`config.mk`:
```
export PLATFORM = sky130hd
export DESIGN_NAME = pipelined_adder_flat
export DESIGN_NICKNAME = d
export VERILOG_FILES = /design/src/rtl/arith_pkg.sv /design/src/rtl/pipelined_adder_if.sv /design/src/rtl/adder_stage.sv /design/src/rtl/pipelined_adder.sv /design/src/flat_wrapper.sv
export SDC_FILE = /design/constraint.sdc
export NUM_CORES = 1
export LEC_CHECK = 0
export CAP_MARGIN = 30
export CORE_ASPECT_RATIO = 1.2
export CORE_UTILIZATION = 55
export CTS_CLUSTER_DIAMETER = 150
export CTS_CLUSTER_SIZE = 28
export DETAILED_ROUTE_END_ITERATION = 10
export HOLD_SLACK_MARGIN = 0.05
export PLACE_DENSITY = 0.8
export SKIP_LAST_GASP = 1
export SYNTH_ARGS = -nofsm -noshare
export SYNTH_HDL_FRONTEND = slang
export SYNTH_SLANG_ARGS = --single-unit
```
`constraint.sdc`:
```
create_clock -name clk -period 4 [get_ports clk]
set_input_delay 1 -clock clk [delete_from_list [all_inputs] [get_ports clk]]
set_output_delay 1 -clock clk [all_outputs]
set_load 0.03 [all_outputs]
```
`src/rtl/arith_pkg.sv`:
```
// Shared arithmetic definitions: default geometry, stage-count helper and the
// control tag that travels down the adder pipeline with each operation.
package arith_pkg;

  localparam int DEFAULT_WIDTH = 16;
  localparam int DEFAULT_CHUNK = 4;

  function automatic int stages(input int width, input int chunk);
    return width / chunk;
  endfunction

  typedef struct packed {
    logic valid;
    logic sub;
    logic is_signed;
  } tag_t;

endpackage

```
`src/rtl/pipelined_adder_if.sv`:
```
// Operand/result bus of the pipelined adder; master drives operations, slave
// (the adder) returns results.
interface pipelined_adder_if #(
  parameter int WIDTH = arith_pkg::DEFAULT_WIDTH
);
  logic             en;
  logic             valid_in;
  logic [WIDTH-1:0] a;
  logic [WIDTH-1:0] b;
  logic             cin;
  logic             sub;
  logic             is_signed;
  logic [WIDTH-1:0] sum;
  logic             cout;
  logic             overflow;
  logic             valid_out;

  modport master (
    output en, valid_in, a, b, cin, sub, is_signed,
    input  sum, cout, overflow, valid_out
  );

  modport slave (
    input  en, valid_in, a, b, cin, sub, is_signed,
    output sum, cout, overflow, valid_out
  );
endinterface

```
`src/rtl/adder_stage.sv`:
```
// One CHUNK-bit slice of the carry-pipelined adder: registered sum, carry out
// and carry into the slice MSB.
module adder_stage
  import arith_pkg::*;
#(
  parameter int CHUNK = DEFAULT_CHUNK
) (
  input  logic             clk,
  input  logic             rst,
  input  logic             en,
  input  logic [CHUNK-1:0] a,
  input  logic [CHUNK-1:0] b,
  input  logic             cin,
  output logic [CHUNK-1:0] sum,
  output logic             cout,
  output logic             c_msb
);

  logic [CHUNK:0] full;

  assign full = {1'b0, a} + {1'b0, b} + {{CHUNK{1'b0}}, cin};

  always_ff @(posedge clk or posedge rst) begin
    if (rst) begin
      sum   <= '0;
      cout  <= 1'b0;
      c_msb <= 1'b0;
    end else if (en) begin
      sum   <= full[CHUNK-1:0];
      cout  <= full[CHUNK];
      // The MSB sum bit is a^b^carry_in, so the carry into it falls out by XOR.
      c_msb <= full[CHUNK-1] ^ a[CHUNK-1] ^ b[CHUNK-1];
    end
  end

endmodule

```
`src/rtl/pipelined_adder.sv`:
```
// Carry-pipelined WIDTH-bit add/subtract unit: one CHUNK-bit slice per stage,
// input skew and output de-skew registers keep every chunk of an operation aligned.
module pipelined_adder
  import arith_pkg::*;
#(
  parameter int WIDTH = DEFAULT_WIDTH,
  parameter int CHUNK = DEFAULT_CHUNK
) (
  input  logic               clk,
  input  logic               rst,
  pipelined_adder_if.slave   bus
);

  localparam int STAGES = stages(WIDTH, CHUNK);

  generate
    if (CHUNK < 1 || (WIDTH % CHUNK) != 0) begin : g_bad_geometry
      $error("pipelined_adder: WIDTH must be a non-zero multiple of CHUNK");
    end
  endgenerate

  logic [WIDTH-1:0] b_eff;
  tag_t             tag_in;
  tag_t             tag_reg    [STAGES];
  logic             slot_valid [STAGES];
  logic             carry      [STAGES];
  logic [CHUNK-1:0] stage_sum  [STAGES];
  logic             top_c_msb;
  logic [WIDTH-1:0] sum_aligned;
  tag_t             tag_out;

  assign b_eff  = bus.sub ? ~bus.b : bus.b;
  assign tag_in = '{valid: bus.valid_in, sub: bus.sub, is_signed: bus.is_signed};

  genvar gi;
  generate
    for (gi = 0; gi < STAGES; gi++) begin : g_stage
      tag_t             tag_src;
      logic [CHUNK-1:0] op_a;
      logic [CHUNK-1:0] op_b;
      logic             op_cin;
      logic             c_msb;

      // slot_valid[k] is the tag of the operation that stage k consumes this cycle.
      if (gi == 0) begin : g_head
        assign tag_src = tag_in;
        assign op_a    = bus.a[CHUNK-1:0];
        assign op_b    = b_eff[CHUNK-1:0];
        assign op_cin  = bus.sub ? 1'b1 : bus.cin;
      end else begin : g_body
        logic [CHUNK-1:0] a_sh [gi];
        logic [CHUNK-1:0] b_sh [gi];

        assign tag_src = tag_reg[gi-1];
        assign op_a    = a_sh[gi-1];
        assign op_b    = b_sh[gi-1];
        assign op_cin  = carry[gi-1];

        always_ff @(posedge clk or posedge rst) begin
          if (rst) begin
            for (int j = 0; j < gi; j++) begin
              a_sh[j] <= '0;
              b_sh[j] <= '0;
            end
          end else if (bus.en) begin
            if (slot_valid[0]) begin
              a_sh[0] <= bus.a[gi*CHUNK +: CHUNK];
              b_sh[0] <= b_eff[gi*CHUNK +: CHUNK];
            end
            for (int j = 1; j < gi; j++) begin
              if (slot_valid[j]) begin
                a_sh[j] <= a_sh[j-1];
                b_sh[j] <= b_sh[j-1];
              end
            end
          end
        end
      end

      assign slot_valid[gi] = tag_src.valid;

      // Sub/signed only advance with real operations so the overflow of the
      // last result stays put while bubbles pass.
      always_ff @(posedge clk or posedge rst) begin
        if (rst) begin
          tag_reg[gi] <= '0;
        end else if (bus.en) begin
          tag_reg[gi].valid <= tag_src.valid;
          if (tag_src.valid) begin
            tag_reg[gi].sub       <= tag_src.sub;
            tag_reg[gi].is_signed <= tag_src.is_signed;
          end
        end
      end

      adder_stage #(.CHUNK(CHUNK)) u_stage (
        .clk   (clk),
        .rst   (rst),
        .en    (bus.en & slot_valid[gi]),
        .a     (op_a),
        .b     (op_b),
        .cin   (op_cin),
        .sum   (stage_sum[gi]),
        .cout  (carry[gi]),
        .c_msb (c_msb)
      );

      if (gi == STAGES - 1) begin : g_top
        assign top_c_msb = c_msb;
        assign sum_aligned[gi*CHUNK +: CHUNK] = stage_sum[gi];
      end else begin : g_deskew
        localparam int DEPTH = STAGES - 1 - gi;
        logic [CHUNK-1:0] ds [DEPTH];
        logic             msb_unused;

        assign msb_unused = c_msb;
        assign sum_aligned[gi*CHUNK +: CHUNK] = ds[DEPTH-1];

        always_ff @(posedge clk or posedge rst) begin
          if (rst) begin
            for (int m = 0; m < DEPTH; m++) begin
              ds[m] <= '0;
            end
          end else if (bus.en) begin
            if (slot_valid[gi+1]) begin
              ds[0] <= stage_sum[gi];
            end
            for (int m = 1; m < DEPTH; m++) begin
              if (slot_valid[gi+1+m]) begin
                ds[m] <= ds[m-1];
              end
            end
          end
        end
      end
    end
  endgenerate

  assign tag_out       = tag_reg[STAGES-1];
  assign bus.sum       = sum_aligned;
  assign bus.cout      = carry[STAGES-1];
  assign bus.valid_out = tag_out.valid;

  always_comb begin
    bus.overflow = carry[STAGES-1];
    if (tag_out.is_signed) begin
      bus.overflow = top_c_msb ^ carry[STAGES-1];
    end else if (tag_out.sub) begin
      bus.overflow = ~carry[STAGES-1];
    end
  end

endmodule

```
`src/flat_wrapper.sv`:
```
// flat-port wrapper written by rule: the top's interface ports become plain ports
module pipelined_adder_flat import arith_pkg::*;
#(
  parameter int WIDTH = DEFAULT_WIDTH,
  parameter int CHUNK = DEFAULT_CHUNK
)
  (clk, rst, bus_en, bus_valid_in, bus_a, bus_b, bus_cin, bus_sub, bus_is_signed, bus_sum, bus_cout, bus_overflow, bus_valid_out);
  pipelined_adder_if #(.WIDTH(WIDTH)) bus_i ();
  input  logic clk;
  input  logic rst;
  input wire logic [$bits(bus_i.en)-1:0] bus_en;
  input wire logic [$bits(bus_i.valid_in)-1:0] bus_valid_in;
  input wire logic [$bits(bus_i.a)-1:0] bus_a;
  input wire logic [$bits(bus_i.b)-1:0] bus_b;
  input wire logic [$bits(bus_i.cin)-1:0] bus_cin;
  input wire logic [$bits(bus_i.sub)-1:0] bus_sub;
  input wire logic [$bits(bus_i.is_signed)-1:0] bus_is_signed;
  output wire logic [$bits(bus_i.sum)-1:0] bus_sum;
  output wire logic [$bits(bus_i.cout)-1:0] bus_cout;
  output wire logic [$bits(bus_i.overflow)-1:0] bus_overflow;
  output wire logic [$bits(bus_i.valid_out)-1:0] bus_valid_out;
  assign bus_i.en = bus_en;
  assign bus_i.valid_in = bus_valid_in;
  assign bus_i.a = bus_a;
  assign bus_i.b = bus_b;
  assign bus_i.cin = bus_cin;
  assign bus_i.sub = bus_sub;
  assign bus_i.is_signed = bus_is_signed;
  assign bus_sum = bus_i.sum;
  assign bus_cout = bus_i.cout;
  assign bus_overflow = bus_i.overflow;
  assign bus_valid_out = bus_i.valid_out;
  pipelined_adder #(.WIDTH(WIDTH), .CHUNK(CHUNK)) u_core (.clk(clk), .rst(rst), .bus(bus_i));
endmodule
```
Word level (Yosys, flattened, before mapping)
Index checks and enable logic that the tools add are counted.
- input bits: 39
- logic and storage cells: 64
- flip-flop bits (word level): 105
- output and inout port bits: 19
- add/sub/neg operators: 8
- reductions and logical operators: 4
- mux-type cells: 4
- bitwise operators: 9
- operators by type and width (kind ; count):
    4-bit by 4-bit adder with 5-bit output ; 4
    5-bit by 1-bit adder with 5-bit output ; 4
    16-bit 2-to-1 mux ; 1
    16-bit inverter ; 1
    2-bit AND reduction ; 4
    1-bit bitwise AND ; 4
    1-bit 2-to-1 mux ; 3
    1-bit XOR ; 3
    1-bit inverter ; 1

Longest topological paths before layout
Gate-level depths: netlist (run 1).
- word-level depth: 4
- mapped depth: 9
- gate-level depth less buffers: 7

Modules after synthesis
Synthesis (run 1) repeated with hierarchy kept, for this count alone.
- cells, all modules: 372
- area total of the unflattened synthesis: 5098.6 um^2
- modules (own cells, without submodules) (module ; area each (um^2) ; times used ; sequential area each (um^2) ; cells each):
    pipelined_adder ; 3502.1 ; 1 ; 2102.0 ; 232
    adder_stage ; 399.1 ; 4 ; 150.1 ; 35

Least setup slack after synthesis (run 1)
OpenSTA, ideal clock, no wires.
- path kind: input -> register
- start: input port bus_sub
- end: register u_core.g_stage[0].u_stage.sum[3]
- path slack: 1.311 ns
- stages: 8
- buffers on the path: 2
- setup time: 0.133 ns
- arrival time: 2.555 ns
- data required time: 3.867 ns
- cell sequence: buf_4 -> buf_4 -> or2_2 -> fa_1 -> a21o_1 -> a21oi_1 -> xor2_1 -> o21ai_0
- cells in the longest elaborated chain, start to end: 3
- elaborated cells on any way between the ends: 4
- classes of those cells: add/sub (2); mux (2)
- ends and longest elaborated chain (element ; line ; source):
    start, declared ; flat_wrapper.sv:16 ; input wire logic [$bits(bus_i.sub)-1:0] bus_sub;
    16-bit 2-to-1 mux ; pipelined_adder.sv:32 ; assign b_eff = bus.sub ? ~bus.b : bus.b;
    4-bit by 4-bit adder with 5-bit output ; adder_stage.sv:21 ; assign full = {1'b0, a} + {1'b0, b} + {{CHUNK{1'b0}}, cin};
    5-bit by 1-bit adder with 5-bit output * ; adder_stage.sv:21 ;
    end signal, assigned ; adder_stage.sv:29 ; sum <= full[CHUNK-1:0];
    end, declared ; adder_stage.sv:14 ; output logic [CHUNK-1:0] sum,
Every way passes the cells marked *; elsewhere a longest branch is shown, timed or not.
A chain may end at the register's enable or synchronous reset.

Worst setup path in the final report (run 1)
- start: register u_core.tag_reg (netlist bit u_core.tag_out[0])
- end: output port bus_overflow
- cells in the longest elaborated chain, start to end: 1
- ends and longest elaborated chain (element ; line ; source):
    start, declared ; pipelined_adder.sv:24 ; tag_t tag_reg [STAGES];
    1-bit 2-to-1 mux ; pipelined_adder.sv:146 ; if (tag_out.is_signed) begin
    end, declared ; flat_wrapper.sv:20 ; output wire logic [$bits(bus_i.overflow)-1:0] bus_overflow;
Every way passes these cells.

==> flow_summary.toml, run 1 <==
[timing]
period_needed_ns = 2.808
holdWs_ns = 0.4823
finalSetupTns_ns = 0
timing.final.crit_share = 0.7021
setup-violations-final = 0
final_hold_viol_count = 0
timing.fmax_ghz = 0.3561
clock_skew_ns = 0.007408
tightest_slew_ns = 0.7314
slew_violations = 0
rsz0062_at_grt = "no"
slew_headroom = 0.5107
setup_ws_ns = 1.192

[cells_and_area]
layout-drive-gt1-share = 0.1259
multiInputGateArea_um2 = 1863
area_growth_pct = 15.31
register_area_um2 = 2628
final_net_count = 475
num-fill-cells = 631
diodes = 0
fin_area_um2 = 5495

[yosys]
synth_cells = 367
synth.avg_cell_area_um2 = 12.99
synthXorXnorAreaFrac = 0.04778
synthMuxAreaShare = 0.1683
synth_top_family_by_area = "multiplexers"
syn_area_um2 = 4766
ys_seq_area_frac = 0.5513
ys_ff_latch = 105
synth_nets = 426
ys_types = 28
yosys.area_share.simple = 0.04883
synth_warnings = 0
synth_fa_ha_area_frac = 0.06511
synth_compound_area_frac = 0.06091

[status]
status = "completed"

[detailed_routing]
routed_wl_mm = 7.124
viasPerCell = 5.022
drt_first_iter_violations = 88
wl_per_cell_um = 13.32
drtPass1Iterations = 4
drcViolationCount = 0
vias = 2687
drtAntennaViolNets = 0

[worst_setup_path]
cp_max_fo = 2
critPathLaunchType = "register"
critical_path_class = "register to output pin"
worst_ep_required_time_ns = 3.00
endpoint_kind = "output pin"
r2r-start = "u_core.g_stage[0].u_stage.cout"
crit_start = "u_core.tag_out[0]"
arrival_ns = 1.81

[run]
maxCapViolations = 0

[pwr]
peakVddDrop_v = 0.0002030
p_leak_nw = 2.531
power_density_nw_per_um2 = 616.7

[place]
pre_cts_ws_ns = 0.8663
hpwl_mm = 5.240
dpl_cell_area_um2 = 5339
port_buffers = 57
gp_congestion = 0.7483

[clocking]
ctsResizeCount = 0
clk_path_buf_depth = 2
clock-sinks = 105
htree_levels = 3
post_cts_buffers = 0
clk_pin_slew_worst_paths_ns = 0.08
holdBufCountCts = 0
clk_latency_ns = 0.37
cts_tree = "built"
cts_inserted_buffers = 9
cts_root_buf = "clkbuf_8"

[global_routing]
antenna_found_initial = 0
grt_pass1_wl_mm = 12.90
first_global_vias = 2715
grt_overflow = 0
grt_max_degree = 69
grt_usage = 0.1866

[floorplan]
num_rows = 36
start_util = 0.5782
floorplan.die.height_um = 104.0
dieArea_um2 = 9043
die_w_um = 86.98
io-pin-count = 58
core_um2 = 8243

[hold_path]
min_from = "u_core.g_stage[3].u_stage.sum[3]"
hold_path.class = "register to register"
==> registers in the layout, summed over array words and instances (netlist names) <==
| name | cells |
|---|---|
| u_core.g_stage.g_deskew.ds | 16 |
| u_core.g_stage.u_stage.sum | 16 |
| u_core.g_stage.g_body.a_sh | 16 |
| u_core.g_stage.g_body.b_sh | 16 |
| u_core.g_stage.tag_src | 9 |
| u_core.bus.sum | 8 |
| u_core.g_stage.op_a | 8 |
| u_core.g_stage.op_b | 8 |
| u_core.g_stage.u_stage.cout | 4 |
| u_core.tag_out | 2 |
| u_core.bus.valid_out | 1 |
| u_core.g_stage.u_stage.c_msb | 1 |
==> cells in the mapped netlist <==
cell / instances / area, um^2
nor3_1: 2 / 10.01
buf_4: 11 / 82.58
nor2_1: 6 / 22.52
nand2_2: 1 / 6.260
a22oi_1: 3 / 22.52
o21a_1: 4 / 30.03
nand2_4: 3 / 33.78
a21o_1: 1 / 7.510
or2_2: 1 / 6.260
o21ai_1: 4 / 20.02
buf_6: 7 / 78.83
o31ai_1: 2 / 15.01
fa_1: 8 / 160.2
xor2_1: 11 / 96.34
xnor2_1: 15 / 131.4
nand2_1: 31 / 116.4
mux2_1: 34 / 382.9
mux2i_1: 1 / 10.01
mux2_4: 16 / 240.2
mux2_2: 15 / 168.9
inv_1: 24 / 90.09
o21ai_0: 33 / 165.2
buf_2: 4 / 20.02
dfrtp_1: 105 / 2628
ha_1: 12 / 150.1
clkbuf_1: 1 / 3.750
a21oi_1: 6 / 30.03
nor2b_1: 6 / 37.54
==> power breakdown <==
part | internal, mW | switching (mW)
Clock | 0.225 | 0.328
Sequential | 1.41 | 0.198
Combinational | 0.639 | 0.590
==> cells in the final DEF, fill, tap and decap left out, types with 4 or more instances in the layout <==
cell and n:
mux2_4 16, clkbuf_1 4, fa_1 8, xnor2_1 15, o21ai_0 33, nor2b_1 6, inv_1 23, clkbuf_8 9
mux2_2 15, xor2_1 11, ha_1 12, mux2_1 34, o21a_1 4, o21ai_1 4, clkdlybuf4s50_1 57, a21oi_1 6
nand2_1 31, nor2_1 6, dfrtp_1 105
==> kinds of logic after synthesis <==
kind of cell	count (synthesis)
flip-flops	105
multiplexers	66
AO/OA/AOI/OAI	53
AND/OR/NAND/NOR	50
buffers and inverters	47
XOR/XNOR	26
adder cells (fa/ha/maj)	20
==> per-layer routing <==
layer | wire length, um | track usage | part of all wire
met3 | 201 | 0.02619 | 0.028
met4 | 179 | 0.1036 | 0.025
met1 | 3329 | 0.2554 | 0.47
met2 | 3413 | 0.2857 | 0.48
met5 | 0 | 0 | 0
==> through the flow <==
step | std cells | utilization | power (mW)
after floorplan | 367 | - | 2.516
final | 535 | 0.6667 | 3.389
after global placement | 519 | 0.6477 | 2.811
after global routing | 535 | 0.6667 | 3.617
after CTS | 535 | 0.6667 | 3.430
after detailed placement | 519 | 0.6477 | 2.880
==> layout make-up <==
type,count,area share
timing repair buffer,61,0.1116
clock inverter,3,0.003188
sequential,105,0.4781
clock buffer,13,0.02527
inverter,24,0.01685
tap,114,0.02596
multi-input combinational,215,0.3390
==> worst max-delay path, stage by stage, from the launching register on <==
cell and delay, ns:
dfrtp_1 0.38, mux2i_1 0.24, xnor2_1 0.14, clkdlybuf4s50_1 0.68
==> path summary, 6_finish.rpt <==
kind                                                          to  slack, ns  depth (start not counted)
worst max-delay path                                bus_overflow       1.19                          3
min in group asynchronous                      u_core.bus.sum[1]       1.01                          2
worst min register to register  u_core.g_stage[3].u_stage.sum[3]       0.48                          2
worst min-delay path            u_core.g_stage[3].u_stage.sum[3]       0.48                          2
max in group asynchronous        u_core.g_stage[3].u_stage.c_msb       2.27                          3
worst max register to register    u_core.g_stage[1].u_stage.cout       2.21                          6
Note: power is estimated with default switching activity, not from simulation.
==> inputs of run 2 (changes only) <==
clock period = 2.6 ns   (was 4 ns; I/O delays follow)
==> run 2 against run 1 <==
Compared with the run above: core utilization rose by 1.7 points; largest cell class unchanged; worst setup slack got worse by 1.0 ns; via count is 1.5% higher; critical endpoint unchanged; clock power is 100% higher; die area stayed put; hold slack improved by 0.0045 ns.
==> flow_summary.toml, run 2 (synthesis results as in run 1) <==
[status]
status = "completed"

[global_routing]
grt_max_degree = 43
first_global_vias = 2772
grt_pass1_wl_mm = 12.98
antenna_found_initial = 0
grt_usage = 0.1858
grt_overflow = 0

[clocking]
clk_path_buf_depth = 2
clock-sinks = 105
clk_pin_slew_worst_paths_ns = 0.08
cts_root_buf = "clkbuf_8"
cts_tree = "built"
htree_levels = 3
clk_latency_ns = 0.37
post_cts_buffers = 0
ctsResizeCount = 0
cts_inserted_buffers = 9
holdBufCountCts = 0

[floorplan]
floorplan.die.height_um = 104.0
die_w_um = 86.98
start_util = 0.5782
core_um2 = 8243
dieArea_um2 = 9043
io-pin-count = 58
num_rows = 36

[timing]
clock_skew_ns = 0.007533
period_needed_ns = 2.410
final_hold_viol_count = 0
setup-violations-final = 0
slew_violations = 0
rsz0062_at_grt = "no"
timing.fmax_ghz = 0.4149
timing.final.crit_share = 0.9269
tightest_slew_ns = 0.5439
slew_headroom = 0.6366

[worst_setup_path]
critPathSlowestCell = "clkdlybuf4s50_1"
worst_ep_required_time_ns = 1.95
reg2reg_setup_slack_ns = 0.86
endpoint_kind = "output pin"
critical_path_class = "register to output pin"
arrival_ns = 1.76
cp_slowest_stage_delay_ns = 0.68
path_buf_inv = 1
cpLargestDelayFamily = "buffers and inverters"
critPathLaunchType = "register"
cp_max_fo = 2
cp_cell_sequence = "mux2i_1 -> xnor2_1 -> clkdlybuf4s50_1"

[detailed_routing]
viasPerCell = 5.059
vias = 2727
drtPass1Iterations = 4
drtAntennaViolNets = 0
drt_first_iter_violations = 103
wl_per_cell_um = 13.34
routed_wl_mm = 7.191
drcViolationCount = 0

[place]
port_buffers = 57
hpwl_mm = 5.465
gp_congestion = 0.8055

[cells_and_area]
area_growth_pct = 18.27
final_util = 0.6838
layout-drive-gt1-share = 0.1435
multiInputGateArea_um2 = 1863
diodes = 0
register_area_um2 = 2628
final_net_count = 479
num-fill-cells = 606
final_cell_mix = "dfrtp_1, clkdlybuf4s50_1, mux2_1, o21ai_0, nand2_1"
final_common_cell = "dfrtp_1"

[pwr]
peakVddDrop_v = 0.0003368
seqPwrFrac = 0.450
pwr-share-clk = 0.202
combPwrFrac = 0.347
finalPower_mw = 5.491
p_sw_mw = 1.738
power_density_nw_per_um2 = 974.2
p_sw_frac = 0.3165
p_leak_nw = 2.598
power.internal_mw = 3.753

[hold_path]
hold_path.class = "register to register"

[run]
maxCapViolations = 0
[run 2: layout make-up]
class | instances | share of cell area
Sequential cell | 105 | 0.4661
Multi-Input combinational cell | 215 | 0.3305
Timing Repair Buffer | 65 | 0.1208
Clock buffer | 11 | 0.02686
Tap cell | 114 | 0.02531
Inverter | 24 | 0.01665
Clock inverter | 5 | 0.01376
[run 2: power groups by stage]
stage | Clock, mW | Sequential, mW | Combinational, mW
2_1_floorplan | 0 | 2.55 | 1.33
3_3_place_gp | 0 | 2.48 | 1.86
3_5_place_dp | 0 | 2.52 | 1.92
4_1_cts | 1.13 | 2.49 | 1.93
5_1_grt | 1.19 | 2.54 | 2.10
6_report | 1.11 | 2.47 | 1.91
[run 2: worst register-to-register path, cell delays in order, from the launching register on]
cell	delay (ns)
dfrtp_1	0.33
inv_1	0.08
fa_1	0.47
fa_1	0.42
nor2b_1	0.14
o21ai_0	0.08
a22oi_1	0.13
[run 2: per-layer routing]
layer	track usage	vias up	part of all wire
met1	0.2586	1348	0.47
met4	0.09881	0	0.023
met5	0	-	0
met3	0.02778	11	0.025
met2	0.2812	48	0.48
li1	-	1320	-
[run 2: metrics by stage]
step / cells / hold WS [ns] / cell area [um^2] / setup slack, ns / setup TNS, ns
4_1_cts: 539 / 0.4930 / 5637 / 0.1504 / 0
3_5_place_dp: 523 / 0.4729 / 5408 / -0.06243 / -0.09366
3_3_place_gp: 523 / 0.4599 / 5408 / -0.009396 / -0.009396
6_report: 539 / 0.4868 / 5637 / 0.1900 / 0
2_1_floorplan: 367 / 0.4421 / 4770 / 0.2615 / 0
5_1_grt: 539 / 0.5106 / 5637 / 0.07513 / 0
[run 2: final timing paths]
path | endpoint | from | cells past startpoint
worst max-delay path | bus_overflow | u_core.tag_out[0] | 3
worst min-delay path | u_core.g_stage[3].u_stage.sum[2] | u_core.g_stage[3].u_stage.sum[2] | 2
worst max register to register | u_core.g_stage[2].u_stage.cout | u_core.g_stage[1].u_stage.cout | 6
worst min register to register | u_core.g_stage[3].u_stage.sum[2] | u_core.g_stage[3].u_stage.sum[2] | 2
max in group asynchronous | u_core.bus.sum[5] | rst | 3
min in group asynchronous | u_core.g_stage[3].g_body.b_sh[8] | rst | 2
==> inputs of run 3 (changes only) <==
GPL_TIMING_DRIVEN = 1   (was unset)
==> results of run 3 <==
Final layout, timing and power as in run 2 (identical DEF).
==> RTL change 1 (settings of run 3) <==
The package constant `DEFAULT_WIDTH` goes from 16 to 32.
--- a/src/rtl/arith_pkg.sv
+++ b/src/rtl/arith_pkg.sv
@@ -2,7 +2,7 @@
 // control tag that travels down the adder pipeline with each operation.
 package arith_pkg;
 
-  localparam int DEFAULT_WIDTH = 16;
+  localparam int DEFAULT_WIDTH = 32;
   localparam int DEFAULT_CHUNK = 4;
 
   function automatic int stages(input int width, input int chunk);
Ports: changed (resized bus_a, bus_b and bus_sum); port bits go from 58 to 106. The function was not compared with the original's and may differ.
==> RTL change 1 against run 3 <==
  * Synthesized area rose to 3.4 times the old value
  * Design area rose to 3.3 times the old value
  * Count of clock-buffer cells in the layout up 8
  * Clock skew up 0.012 ns
  * Sequential cell count up 296
  * Setup slack better by 0.076 ns
  * Total power rose to 3.4 times the old value
  * Routed wire length rose to 3.6 times the old value
==> RTL change 1: results (changes against run 3) <==
| Metric | Value |
|---|---|
| Worst-case clock buffer depth | `3 (was 2)` |
| Register area share after synthesis | `0.6123 (was 0.5513)` |
| H-tree levels | `1 (was 3)` |
| Root Buffer | `clkbuf_16 (was clkbuf_8)` |
| Detailed Route WL | `25950 um (was 7191 um)` |
| Worst Hold Class | `in -> async (was reg -> reg)` |
| Synth top cells by count | `401 x dfrtp_1, 318 x mux2_2, 72 x o21ai_0, 69 x nand2_1, 36 x inv_1 (was 105 x dfrtp_1, 34 x mux2_1, 33 x o21ai_0, 31 x nand2_1, 24 x inv_1)` |
| Syn nets | `1238 (was 426)` |
| Worst r2r src | `u_core.g_stage[3].u_stage.cout (was u_core.g_stage[1].u_stage.cout)` |
| Avg WL per Cell | `16.26 um (was 13.34 um)` |
| GRT met3 Usage | `0.01801 (was 0.02778)` |
| GRT met1 Usage | `0.2507 (was 0.2586)` |
| Gpl congestion | `0.7602 (was 0.8055)` |
| Yosys cell types | `28 (unchanged)` |
| Clk slew on worst S/H paths | `0.10 ns (was 0.08 ns)` |
| Iter 0 DRT Violations | `297 (was 103)` |
| DP Area | `17840 um2 (was 5408 um2)` |
| Outcome | `finished, final reports clean (unchanged)` |
| CTS Buf Count | `18 (was 9)` |
| Slew HR | `0.6762 (was 0.6366)` |
| Worst skew pair latency | `0.52 ns (was 0.37 ns)` |
| Post-Route Skew | `0.01921 ns (was 0.007533 ns)` |
| Top post-synthesis cells by area | `dfrtp_1 61%, mux2_2 22%, o21ai_0 2.2% (was dfrtp_1 55%, mux2_1 8.0%, mux2_4 5.0%)` |
| Nets@finish | `1322 (was 479)` |
| First-pass GRT wire length | `44660 um (was 12980 um)` |
| Vias in the first global route | `8814 (was 2772)` |
| Worst VDD drop | `0.4970 mV (was 0.3368 mV)` |
| Syn Area/Cell | `14.54 um2 (was 12.99 um2)` |
| Via/cell ratio | `5.264 (was 5.059)` |
| # port buffers | `105 (was 57)` |
| Largest net degree at the start of global routing | `92 (was 43)` |
| EDFF count, synth | `0 (unchanged)` |
| Critical path arrival | `1.68 ns (was 1.76 ns)` |
| Dpl hpwl | `18440 um (was 5465 um)` |
| Leakage power | `8.294 nW (was 2.598 nW)` |
| Number of placed cells counting well taps | `1576 (was 523)` |
| Gr usage total | `0.1777 (was 0.1858)` |
| Share of cells above drive strength 1 | `0.3187 (was 0.1435)` |
| M2 GR Usage | `0.2993 (was 0.2812)` |
RTL change 1: layout make-up:
class / count / area (um2)
inverters: 36 / 138.9
repair buffers: 141 / 1478
multi-input cells: 613 / 5703
clock buffers: 19 / 475.5
clock inverters: 1 / 20.02
flip-flops and latches: 401 / 10030
fillers: 2146 / 10680
well taps: 385 / 481.7
RTL change 1: worst paths after layout:
path,to,depth (start not counted),slack (ns)
hold / removal,u_core.g_stage[0].g_deskew.ds[4],2,0.45
hold reg to reg,u_core.g_stage[5].g_body.b_sh[16],2,0.48
setup / recovery,bus_overflow,3,0.27
min in group clk,u_core.g_stage[5].g_body.b_sh[16],2,0.48
setup reg to reg,u_core.g_stage[4].u_stage.cout,5,0.68
max in group asynchronous,u_core.g_stage[1].g_body.b_sh[2],4,1.29
RTL change 1: critical path: stages, from the launching register on:
cell and delay [ns]:
dfrtp_1 0.38, mux2i_1 0.25, xnor2_1 0.13, dlygate4sd2_1 0.41
RTL change 1: kinds of logic after synthesis:
kind of cell               share of synthesized area
DFF                                           0.6123
xor gates and xnor gates                     0.02512
buffers and inverters                        0.04054
and+or+nand+nor                              0.02481
muxes                                         0.2230
AOI/OAI and AO/OA                            0.03642
adders and majority gates                    0.03787
RTL change 1: where the power goes:
part           internal, W  leakage [nW]  total (W)  switching (W)
combinational      0.00312          3.10    0.00551        0.00239
clock              0.00134         0.244    0.00316        0.00182
sequential         0.00867          4.95     0.0101        0.00140
total               0.0131          8.29     0.0187        0.00561
RTL change 1: repair_timing:
item	4_1_cts	5_1_grt
resized for setup	1	0
endpoints found under the setup margin	1	0
hold buffers	0	0
RTL change 1: per-stage QoR:
step | setup WS, ns | total power, W
3_3_place_gp | 0.07841 | 0.01537
5_1_grt | 0.1746 | 0.01991
6_report | 0.2660 | 0.01874
3_5_place_dp | -0.03843 | 0.01578
2_1_floorplan | -3.450 | 0.01411
4_1_cts | 0.2236 | 0.01897
RTL change 1: per-layer routing:
layer | vias up | wire length (um) | part of all wire
met5 | - | 0 | 0
met4 | 0 | 403 | 0.016
met3 | 24 | 674 | 0.026
met2 | 117 | 12490 | 0.48
met1 | 4282 | 12380 | 0.48
li1 | 3978 | - | -
==> RTL change 2 (config.mk and constraints of run 3) <==
Without the edit above. Make the reset (`rst`) synchronous in 4 clocked blocks.
--- a/src/rtl/adder_stage.sv
+++ b/src/rtl/adder_stage.sv
@@ -20,7 +20,7 @@
 
   assign full = {1'b0, a} + {1'b0, b} + {{CHUNK{1'b0}}, cin};
 
-  always_ff @(posedge clk or posedge rst) begin
+  always_ff @(posedge clk) begin
     if (rst) begin
       sum   <= '0;
       cout  <= 1'b0;
--- a/src/rtl/pipelined_adder.sv
+++ b/src/rtl/pipelined_adder.sv
@@ -56,7 +56,7 @@
         assign op_b    = b_sh[gi-1];
         assign op_cin  = carry[gi-1];
 
-        always_ff @(posedge clk or posedge rst) begin
+        always_ff @(posedge clk) begin
           if (rst) begin
             for (int j = 0; j < gi; j++) begin
               a_sh[j] <= '0;
@@ -81,7 +81,7 @@
 
       // Sub/signed only advance with real operations so the overflow of the
       // last result stays put while bubbles pass.
-      always_ff @(posedge clk or posedge rst) begin
+      always_ff @(posedge clk) begin
         if (rst) begin
           tag_reg[gi] <= '0;
         end else if (bus.en) begin
@@ -116,7 +116,7 @@
         assign msb_unused = c_msb;
         assign sum_aligned[gi*CHUNK +: CHUNK] = ds[DEPTH-1];
 
-        always_ff @(posedge clk or posedge rst) begin
+        always_ff @(posedge clk) begin
           if (rst) begin
             for (int m = 0; m < DEPTH; m++) begin
               ds[m] <= '0;
Check against the original RTL: not equivalent (a bounded check fails within 10 cycles, from zero or initial values and one cycle with rst high; the reset may be asserted at any time).
==> RTL change 2 against run 3 <==
  * Register-to-register slack worse by 0.17 ns
  * First-iteration DRC count up 55%
  * Design area decreased by 0.24%
  * Setup slack better by 0.0020 ns
  * Routed wire length is 3.9% lower
  * Synthesized area rose by 0.74%
  * Sequential cell count stayed put
  * Critical path type is now in -> reg
Power is not compared: it rests on default switching activity, and its combinational part moved more than twofold at a synthesized area within 25%.
==> RTL change 2: results (changes against run 3) <==
| Metric | Value |
|---|---|
| Outcome | `finished, final reports clean (unchanged)` |
| First-pass GRT wire length | `11680 um (was 12980 um)` |
| Gpl congestion | `0.7793 (was 0.8055)` |
| Synth top cells by count | `84 x edfxtp_1, 55 x and2_1, 34 x nor2_1, 21 x dfxtp_1, 21 x inv_1 (was 105 x dfrtp_1, 34 x mux2_1, 33 x o21ai_0, 31 x nand2_1, 24 x inv_1)` |
| Critical R2R Capture | `u_core.g_stage[2].u_stage.cout (unchanged)` |
| Worst Reg-to-Reg Cells | `6 (unchanged)` |
| Avg WL per Cell | `12.39 um (was 13.34 um)` |
| Flop-to-flop setup slack | `0.69 ns (was 0.86 ns)` |
| Post-Place Setup Slack | `-0.1751 ns (was -0.06243 ns)` |
| Top post-synthesis cells by area | `edfxtp_1 53%, dfxtp_1 8.8%, and2_1 7.2% (was dfrtp_1 55%, mux2_1 8.0%, mux2_4 5.0%)` |
| Tcrit/Tclk final | `0.9261 (was 0.9269)` |
| EDFF count, synth | `84 (was 0)` |
| Worst-case clock buffer depth | `2 (unchanged)` |
| Largest registers | `u_core.g_stage.g_deskew.ds (24), u_core.g_stage.g_body.a_sh (24), u_core.g_stage.g_body.b_sh (24)` |
| Critical path arrival | `2.72 ns (was 1.76 ns)` |
| Largest incremental delay on the critical path | `0.50 ns (was 0.68 ns)` |
| Finished Layout Cells | `558 (was 539)` |
| Post-Route Skew | `0.009944 ns (was 0.007533 ns)` |
| Number of placed cells counting well taps | `542 (was 523)` |
| Clk slew on worst S/H paths | `0.10 ns (was 0.08 ns)` |
| Via count | `2763 (was 2727)` |
| Hold WS | `0.4683 ns (was 0.4868 ns)` |
| Nets@finish | `498 (was 479)` |
| CTS Buf Count | `9 (unchanged)` |
| Share of cells above drive strength 1 | `0.08333 (was 0.1435)` |
| Initial antenna violation count | `0 (unchanged)` |
| Largest net degree at the start of global routing | `21 (was 43)` |
| Antenna diodes | `0 (unchanged)` |
| Register area share after synthesis | `0.6130 (was 0.5513)` |
| Vias in the first global route | `2575 (was 2772)` |
| Crit Path Class | `in -> reg (was reg -> out)` |
| Least-Margin Pin Slew | `0.5933 ns (was 0.5439 ns)` |
| Syn. warnings | `0 (unchanged)` |
| Max FO, Critical Path | `5 (was 2)` |
| CP delay by family, top | `simple AND/OR/NAND/NOR gates (was buffers and inverters)` |
| Gr usage total | `0.1671 (was 0.1858)` |
| CP Capture Point | `u_core.g_stage[0].u_stage.sum[3] (was bus_overflow)` |
| Async SR Flop Fraction | `0 (was 1.000)` |
| Synth Flop Type | `edfxtp_1 (was dfrtp_1)` |
| Gate count of the mapped netlist | `383 (was 367)` |
| Yosys cell types | `42 (was 28)` |
| Dpl hpwl | `5188 um (was 5465 um)` |
| Iter 0 DRT Violations | `160 (was 103)` |
| Worst r2r src | `u_core.g_stage[1].u_stage.cout (unchanged)` |
| Syn nets | `442 (was 426)` |
| CP Launch Point | `bus_sub (was u_core.tag_out[0])` |
RTL change 2: how the worst min path moves through the flow:
stage / start / to / slack (ns) / cells after the start
final: u_core.g_stage[3].u_stage.c_msb / u_core.g_stage[3].u_stage.c_msb / 0.47 / 2
after global routing: u_core.g_stage[0].u_stage.sum[0] / u_core.g_stage[0].u_stage.sum[0] / 0.50 / 2
after CTS: u_core.g_stage[3].u_stage.c_msb / u_core.g_stage[3].u_stage.c_msb / 0.47 / 2
after detailed placement: u_core.g_stage[3].u_stage.c_msb / u_core.g_stage[3].u_stage.c_msb / 0.45 / 2
after global placement: u_core.g_stage[0].u_stage.sum[0] / u_core.g_stage[0].u_stage.sum[0] / 0.44 / 2
after floorplan: u_core.g_stage[3].u_stage.c_msb / u_core.g_stage[3].u_stage.c_msb / 0.43 / 2
RTL change 2: power by group:
group	total [W]	switching (W)	internal, W
Clock	0.000937	0.000572	0.000365
Combinational	0.000440	0.000227	0.000212
Sequential	0.00196	0.0000377	0.00193
RTL change 2: logic make-up after synthesis:
group           count (synthesis)  share of synthesized area
flops                         105                     0.6130
compound gates                 41                    0.05864
buf+inv                        48                    0.05499
simple gates                  150                     0.1707
xor+xnor                       18                    0.03596
mux                             1                   0.002085
fa+ha+maj                      20                    0.06463
RTL change 2: stage by stage:
step           cell area [um2]  total power (W)  utilization
3_5_place_dp              5438         0.002445       0.6561
4_1_cts                   5623         0.003359       0.6784
6_report                  5623         0.003341       0.6784
2_1_floorplan             4801         0.002291            -
5_1_grt                   5623         0.003490       0.6784
3_3_place_gp              5438         0.002423       0.6561
RTL change 2: per-layer routing:
layer,global-route usage,share of wire
met5,0,0
met2,0.2684,0.49
met4,0.07260,0.021
met3,0.03095,0.033
met1,0.2200,0.45
RTL change 2: area by class of cell:
cell class                      count  area (um2)
Tap cell                          114       142.6
Clock buffer                        9       123.9
Fill cell                         622        2665
Inverter                           22       82.58
Sequential cell                   105        2943
Clock inverter                      7       61.31
Timing Repair Buffer               71       675.6
Multi-Input combinational cell    230        1594
RTL change 2: worst register-to-register path, cell delays in order, from the launching register on:
cell,delay (ns)
dfxtp_1,0.32
inv_1,0.07
fa_1,0.47
fa_1,0.45
nor2b_1,0.17
o21ai_0,0.10
a221oi_1,0.24
